## src/rtl/spi_rx_deser.sv

```systemverilog
// SPI receive deserializer: samples CS_L/SCLK/DATA on clk, shifts MSB-first frames and
// presents words on a valid/ready port. Define SPI_RX_SYNC_EN for a two-flop pin synchronizer.
module spi_rx_deser #(
  parameter int DATA_WIDTH = 16
) (
  input  logic                  clk,
  input  logic                  reset,
  input  logic                  spi_cs_l,
  input  logic                  spi_sclk,
  input  logic                  spi_data,
  output logic [DATA_WIDTH-1:0] rx_data,
  output logic                  rx_valid,
  input  logic                  rx_ready,
  output logic                  frame_err,
  output logic                  overrun,
  output logic [4:0]            bit_count
);

`ifdef SPI_RX_SYNC_EN
  localparam int L = 2;
`else
  localparam int L = 1;
`endif
  localparam logic [4:0] LAST_BIT = 5'(DATA_WIDTH - 1);

  typedef enum logic [1:0] {WAIT_IDLE, IDLE, SHIFT} state_t;

  logic [L-1:0]          cs_pipe_q, cs_pipe_d;
  logic [L-1:0]          sclk_pipe_q, sclk_pipe_d;
  logic [L-1:0]          data_pipe_q, data_pipe_d;
  logic [L-1:0]          prime_q, prime_d;
  logic                  sclk_prev_q, sclk_prev_d;
  state_t                state_q, state_d;
  logic [4:0]            bit_cnt_q, bit_cnt_d;
  logic [DATA_WIDTH-1:0] shift_q, shift_d;
  logic [DATA_WIDTH-1:0] rx_data_q, rx_data_d;
  logic                  rx_valid_q, rx_valid_d;
  logic                  frame_err_q, frame_err_d;
  logic                  overrun_q, overrun_d;

  logic                  cs_s, sclk_s, data_s, sclk_rise, primed;
  logic                  capture, complete;
  logic [DATA_WIDTH-1:0] word;

  assign cs_s      = cs_pipe_q[L-1];
  assign sclk_s    = sclk_pipe_q[L-1];
  assign data_s    = data_pipe_q[L-1];
  assign primed    = prime_q[L-1];
  assign sclk_rise = sclk_s & ~sclk_prev_q;
  assign word      = {shift_q[DATA_WIDTH-2:0], data_s};

  // Sample stage; prime tracks when the pipe holds real pin samples rather than reset values,
  // so a reset in the middle of a frame waits for a genuine CS_L high before resyncing.
  always_comb begin
`ifdef SPI_RX_SYNC_EN
    cs_pipe_d   = {cs_pipe_q[0], spi_cs_l};
    sclk_pipe_d = {sclk_pipe_q[0], spi_sclk};
    data_pipe_d = {data_pipe_q[0], spi_data};
    prime_d     = {prime_q[0], 1'b1};
`else
    cs_pipe_d   = spi_cs_l;
    sclk_pipe_d = spi_sclk;
    data_pipe_d = spi_data;
    prime_d     = 1'b1;
`endif
    sclk_prev_d = sclk_s;
  end

  always_comb begin
    state_d     = state_q;
    bit_cnt_d   = bit_cnt_q;
    shift_d     = shift_q;
    frame_err_d = 1'b0;
    capture     = 1'b0;
    complete    = 1'b0;
    case (state_q)
      WAIT_IDLE: if (primed && cs_s) state_d = IDLE;
      IDLE: begin
        bit_cnt_d = '0;
        if (!cs_s) begin
          state_d = SHIFT;
          capture = sclk_rise;
        end
      end
      SHIFT: begin
        if (cs_s) begin
          state_d     = IDLE;
          bit_cnt_d   = '0;
          shift_d     = '0;
          frame_err_d = (bit_cnt_q != '0);
        end else begin
          capture = sclk_rise;
        end
      end
      default: state_d = WAIT_IDLE;
    endcase
    if (capture) begin
      shift_d = word;
      if (bit_cnt_q == LAST_BIT) begin
        complete  = 1'b1;
        bit_cnt_d = '0;
      end else begin
        bit_cnt_d = bit_cnt_q + 5'd1;
      end
    end
  end

  // A completing word wins over acceptance; a full, unaccepted register drops the new word.
  always_comb begin
    rx_data_d  = rx_data_q;
    rx_valid_d = rx_valid_q;
    overrun_d  = 1'b0;
    if (complete) begin
      if (!rx_valid_q || rx_ready) begin
        rx_data_d  = word;
        rx_valid_d = 1'b1;
      end else begin
        overrun_d = 1'b1;
      end
    end else if (rx_valid_q && rx_ready) begin
      rx_valid_d = 1'b0;
    end
  end

  always_ff @(posedge clk) begin
    if (!reset) begin
      cs_pipe_q   <= '1;
      sclk_pipe_q <= '0;
      data_pipe_q <= '0;
      prime_q     <= '0;
      sclk_prev_q <= 1'b0;
      state_q     <= WAIT_IDLE;
      bit_cnt_q   <= '0;
      shift_q     <= '0;
      rx_data_q   <= '0;
      rx_valid_q  <= 1'b0;
      frame_err_q <= 1'b0;
      overrun_q   <= 1'b0;
    end else begin
      cs_pipe_q   <= cs_pipe_d;
      sclk_pipe_q <= sclk_pipe_d;
      data_pipe_q <= data_pipe_d;
      prime_q     <= prime_d;
      sclk_prev_q <= sclk_prev_d;
      state_q     <= state_d;
      bit_cnt_q   <= bit_cnt_d;
      shift_q     <= shift_d;
      rx_data_q   <= rx_data_d;
      rx_valid_q  <= rx_valid_d;
      frame_err_q <= frame_err_d;
      overrun_q   <= overrun_d;
    end
  end

  assign rx_data   = rx_data_q;
  assign rx_valid  = rx_valid_q;
  assign frame_err = frame_err_q;
  assign overrun   = overrun_q;
  assign bit_count = bit_cnt_q;

endmodule

```

## config.mk

```make
export PLATFORM = sky130hd
export DESIGN_NAME = spi_rx_deser
export DESIGN_NICKNAME = d
export VERILOG_FILES = /design/src/rtl/spi_rx_deser.sv
export SDC_FILE = /design/constraint.sdc
export NUM_CORES = 1
export LEC_CHECK = 0
export BUFFER_PORTS_ARGS = -buffer_cell sky130_fd_sc_hd__buf_4
export CORE_AREA = 2 2 57 80
export CTS_CLUSTER_SIZE = 10
export DETAILED_ROUTE_END_ITERATION = 10
export DIE_AREA = 0 0 59 82
export PLACE_DENSITY = 0.71
export SYNTH_ARGS = -nofsm -noshare
export SYNTH_HDL_FRONTEND = slang
export SYNTH_SLANG_ARGS = --single-unit
```

## constraint.sdc

```tcl
create_clock -name clk -period 3.7 [get_ports clk]
set_input_delay 0.185 -clock clk [delete_from_list [all_inputs] [get_ports clk]]
set_output_delay 0.185 -clock clk [all_outputs]
set_load 0.01 [all_outputs]
```

After elaboration in Yosys (flattened, before gate mapping)
Index checks and enable logic that the tools add are counted.
- register bits after elaboration: 46
- bits in latches: 0
- RAM bits: 0
- memory bits (read-only): 0
- bits of input ports: 6
- output and inout bits: 24
- memories: 0
- $add $sub $neg: 1
- $mul: 0
- divide/modulo/power cells: 0
- magnitude comparators: 0
- equal/unequal tests: 8
- shift operators: 0
- muxes and demuxes: 20
- bitwise gates (word level): 2
- reduce and logical (&&, ||, !) cells: 18
- operators with widths (kind ; number):
    15-bit two-way mux ; 3
    5-bit two-way mux ; 3
    5-bit case mux with 2 select lines ; 1
    2-bit AND reduction ; 5
    1-bit two-way mux ; 9
    2-bit two-way mux ; 3
    2-bit != test (second input constant) ; 3
    2-bit case mux with 3 select lines ; 1
    3-bit AND reduction ; 2
    2-bit nonzero test ; 3
    5-bit by 1-bit adder with 5-bit output (second input constant) ; 1
    5-bit by 4-bit == test with 1-bit output (second input constant) ; 1
    5-bit nonzero test ; 1
    3-bit != test (second input constant) ; 1
    3-bit nonzero test ; 1
    2-bit by 1-bit == test with 1-bit output (second input constant) ; 1
    2-bit == test (second input constant) ; 1
    1-bit logical AND ; 2
    2-bit zero test ; 1
    2-bit by 1-bit != test with 1-bit output (second input constant) ; 1
    2-bit OR reduction ; 1
    1-bit AND ; 1
    1-bit zero test ; 1
    1-bit logical OR ; 1
    1-bit inverter ; 1

Depth between registers and ports, before layout
- word-level depth: 7
- mapped depth: 7

Worst setup path after synthesis
No wires, ideal clock.
- path type: register to register
- from: register state_q[0]
- to: register rx_data_q[10], in the netlist rx_data[10]
- arrival: 1538 ps
- slack: 2040 ps
- cell stages (with the launch flop): 7
- path buffers: 1
- clock period less this slack: 1660 ps
- cell sequence: dfxtp_1 -> inv_1 -> ha_1 -> and4bb_2 -> nor4b_4 -> clkbuf_2 -> o21ai_0
- cells in the longest elaborated chain, start to end: 5
- elaborated cells between the ends (all ways): 6
- ends and longest elaborated chain (what ; RTL line ; RTL):
    start, declared ; 33 ; state_t state_q, state_d;
    start signal, assigned ; 145 ; state_q <= state_d;
    2-bit == test / 2-bit by 1-bit == test with 1-bit output (equally long branches) ; 76 ; case (state_q)
    2-bit OR reduction (no source line) (*) ; - ;
    1-bit two-way mux (*) ; - ;
    1-bit two-way mux (*) ; 97 ; if (capture) begin
    2-bit AND reduction (no source line) (*) ; - ;
    end signal, assigned ; 148 ; rx_data_q <= rx_data_d;
    end, declared ; 36 ; logic [DATA_WIDTH-1:0] rx_data_q, rx_data_d;
Mark *: on every way between the ends. The rest lies on a longest branch, timed or not.
A chain may end at the register's enable or synchronous reset.

Worst setup path after layout
- from: register state_q[0]
- to: register rx_data_q[8], in the netlist rx_data[8]
The elaborated chain is that of the path after synthesis.

==> impl_metrics.ini <==
[outcome]
status = completed

[sta]
max_freq_ghz = 0.3893
worst_slack_ps = 1132
rsz0062_at_grt = false
finalCritPeriodShare = 0.6942
setup_violations = 0
relSlewSlack = 0.5564
fin_skew_ps = 8.074
layout_min_cycle_time_ps = 2568
hold_viol = 0
report.final.slew_viol_count = 0
finalSetupTns_ps = 0
tightest_slew_ps = 665.4

[flow_run]
max_cap_viol_count = 0

[yosys]
synth.avg_cell_area_um2 = 9.272
synth_edf_count = 0
synth_nets = 208
ys_async_sr_fraction = 0
yosysSeqAreaShare = 0.5093
synth.ff_latch_count = 46
syn_inst = 195
ys.flop_type = dfxtp_1
synthesis.area_mm2 = 0.001808
yosysWarnings = 0
synth_cell_type_count = 30

[clock_network]
clkTransAtPathRegs_ps = 90
cts_resized = 0
holdBufCountCts = 0
cts_tree = yes
numCtsBuffers = 5
clockBufferDepth = 2
ctsRootBufferMaster = clkbuf_8
cts.sinks = 46
worstSkewPairLatency_ps = 300
post_cts_buffers = 0
htree_levels = 2

[final_layout]
final_util = 0.5182
final_cell_area_mm2 = 0.002142
fill_cells = 415
diodes = 0
syn_to_final_growth_pct = 18.48
drive_gt1_frac = 0.1909
fin_nets = 232

[floorplan]
std_cell_rows = 28
start_util = 0.4373
die_x_um = 59
top_level_ports = 30
coreArea_mm2 = 0.004134
die-height_um = 82
die_area_mm2 = 0.004838

[global_route]
grtUsageMet1 = 0.1706
overflow = 0
grt_pass1_vias = 1255
grt_start_max_net_pins = 66
use_met3 = 0.03307
grt.busiest_layer = met2
met2_usage = 0.2456
grt_usage = 0.1488
grt_antenna_before_repair = 0
grt_pass1_wl_um = 5444

[routing]
finalWirelength_um = 3248
via_per_inst = 5.242
num_vias = 1389
dr.first_iter.drc_count = 37
dr.pass1.iters = 4
drcViolationCount = 0
ant_nets = 0
routedWlPerCell_um = 12.26

[place]
gp_congestion = 0.7803
port_buffers = 29
placed_cell_area_mm2 = 0.002028
pre_cts_ws_ps = 1149
detailed_place_hpwl_um = 2080

[hold_path]
min_path_type = primary input to flip-flop

[critical_path]
critical_path_class = flip-flop to flip-flop
critPathCaptureType = flip-flop
critPathArrivalTime_ps = 2790
start_kind = flip-flop
worstPathRequired_ps = 3930
critPathMaxFanout = 22

[power_and_ir_drop]
p_leak_nw = 0.8073
ir_drop_v = 0.0002839
p_per_area_mw_per_mm2 = 469.8
p_total_mw = 1.006
==> final timing paths <==
path	from	endpoint	slack, ps	depth (start not counted)
setup / recovery	state_q[0]	rx_data[8]	1130	7
hold reg to reg	rx_data[12]	rx_data[12]	460	2
setup reg to reg	state_q[0]	rx_data[8]	1130	7
hold / removal	spi_cs_l	cs_pipe_q	70	2
==> logic make-up after synthesis <==
| group | share of synthesized area |
|---|---|
| AO/OA/AOI/OAI | 0.1481 |
| XOR/XNOR | 0.004845 |
| adder cells (fa/ha/maj) | 0.04844 |
| buffers and inverters | 0.04428 |
| flip-flops | 0.5093 |
| multiplexers | 0.01176 |
| AND/OR/NAND/NOR | 0.2332 |
==> synth_stat cells (all sizes together), types with 2 or more instances <==
cell type	instances	area share
ha	7	0.048
nand2	22	0.046
o21ai	19	0.053
buf	6	0.019
nor4b	2	0.018
inv	5	0.010
a22oi	16	0.066
nor2	4	0.0083
a21oi	4	0.013
nand3	23	0.064
clkbuf	7	0.015
o21a	2	0.0083
and2	3	0.010
nor2b	19	0.066
nand2b	2	0.0069
dfxtp	46	0.51
==> metrics by stage <==
stage	std cells	hold slack [ps]
final	265	70.37
after global routing	265	77.28
after CTS	265	62.73
after detailed placement	257	378.0
after global placement	257	369.2
after floorplan	195	212.7
==> critical path, stage by stage (launching register included) <==
cell and delay (ps):
dfxtp_1 430, inv_1 100, ha_1 290, and4bb_2 530
nor4b_4 640, buf_4 320, nand3_1 90, o21ai_0 100
==> metal layers <==
metal | wire length (um) | up-vias
met2 | 1585 | 22
li1 | - | 715
met4 | 86 | 0
met3 | 95 | 7
met5 | 0 | -
met1 | 1480 | 645
==> placed cells by master, fill, tap and decap left out, types with 2 or more instances in the layout <==
| cell | synthesis | routed |
|---|---|---|
| buf_4 | 2 | 30 |
| dfxtp_1 | 46 | 46 |
| clkbuf_8 | 0 | 5 |
| and2_1 | 3 | 3 |
| o21ai_0 | 18 | 18 |
| ha_1 | 7 | 7 |
| inv_1 | 5 | 5 |
| nand2_1 | 22 | 22 |
| a22oi_1 | 16 | 16 |
| clkinvlp_4 | 0 | 2 |
| nor2b_1 | 19 | 19 |
| a21oi_1 | 3 | 3 |
| nand2b_1 | 2 | 2 |
| nor2_1 | 4 | 4 |
| nand3_1 | 23 | 23 |
| o21a_1 | 2 | 2 |
==> area by class of cell <==
cell class / count / area [um^2] / area share
sequential: 46 / 920.9 / 0.4299
multi-input combinational: 131 / 807.0 / 0.3768
timing repair buffer: 30 / 225.2 / 0.1051
clock buffer: 5 / 68.82 / 0.03213
tap: 45 / 56.30 / 0.02629
clock inverter: 3 / 45.04 / 0.02103
inverter: 5 / 18.77 / 0.008762
==> power breakdown <==
| part | switching, mW | internal, mW | total (mW) |
|---|---|---|---|
| clock | 0.168 | 0.201 | 0.369 |
| sequential | 0.0142 | 0.506 | 0.520 |
| combinational | 0.0727 | 0.0444 | 0.117 |
| total | 0.255 | 0.751 | 1.01 |
==> flip-flops by register name (all words and copies together), names as in the netlist, 2 cells and up <==
register / cells
shift_q: 15
rx_data: 16
state_q: 2
bit_count: 5
(Power assumes the default switching activity.)
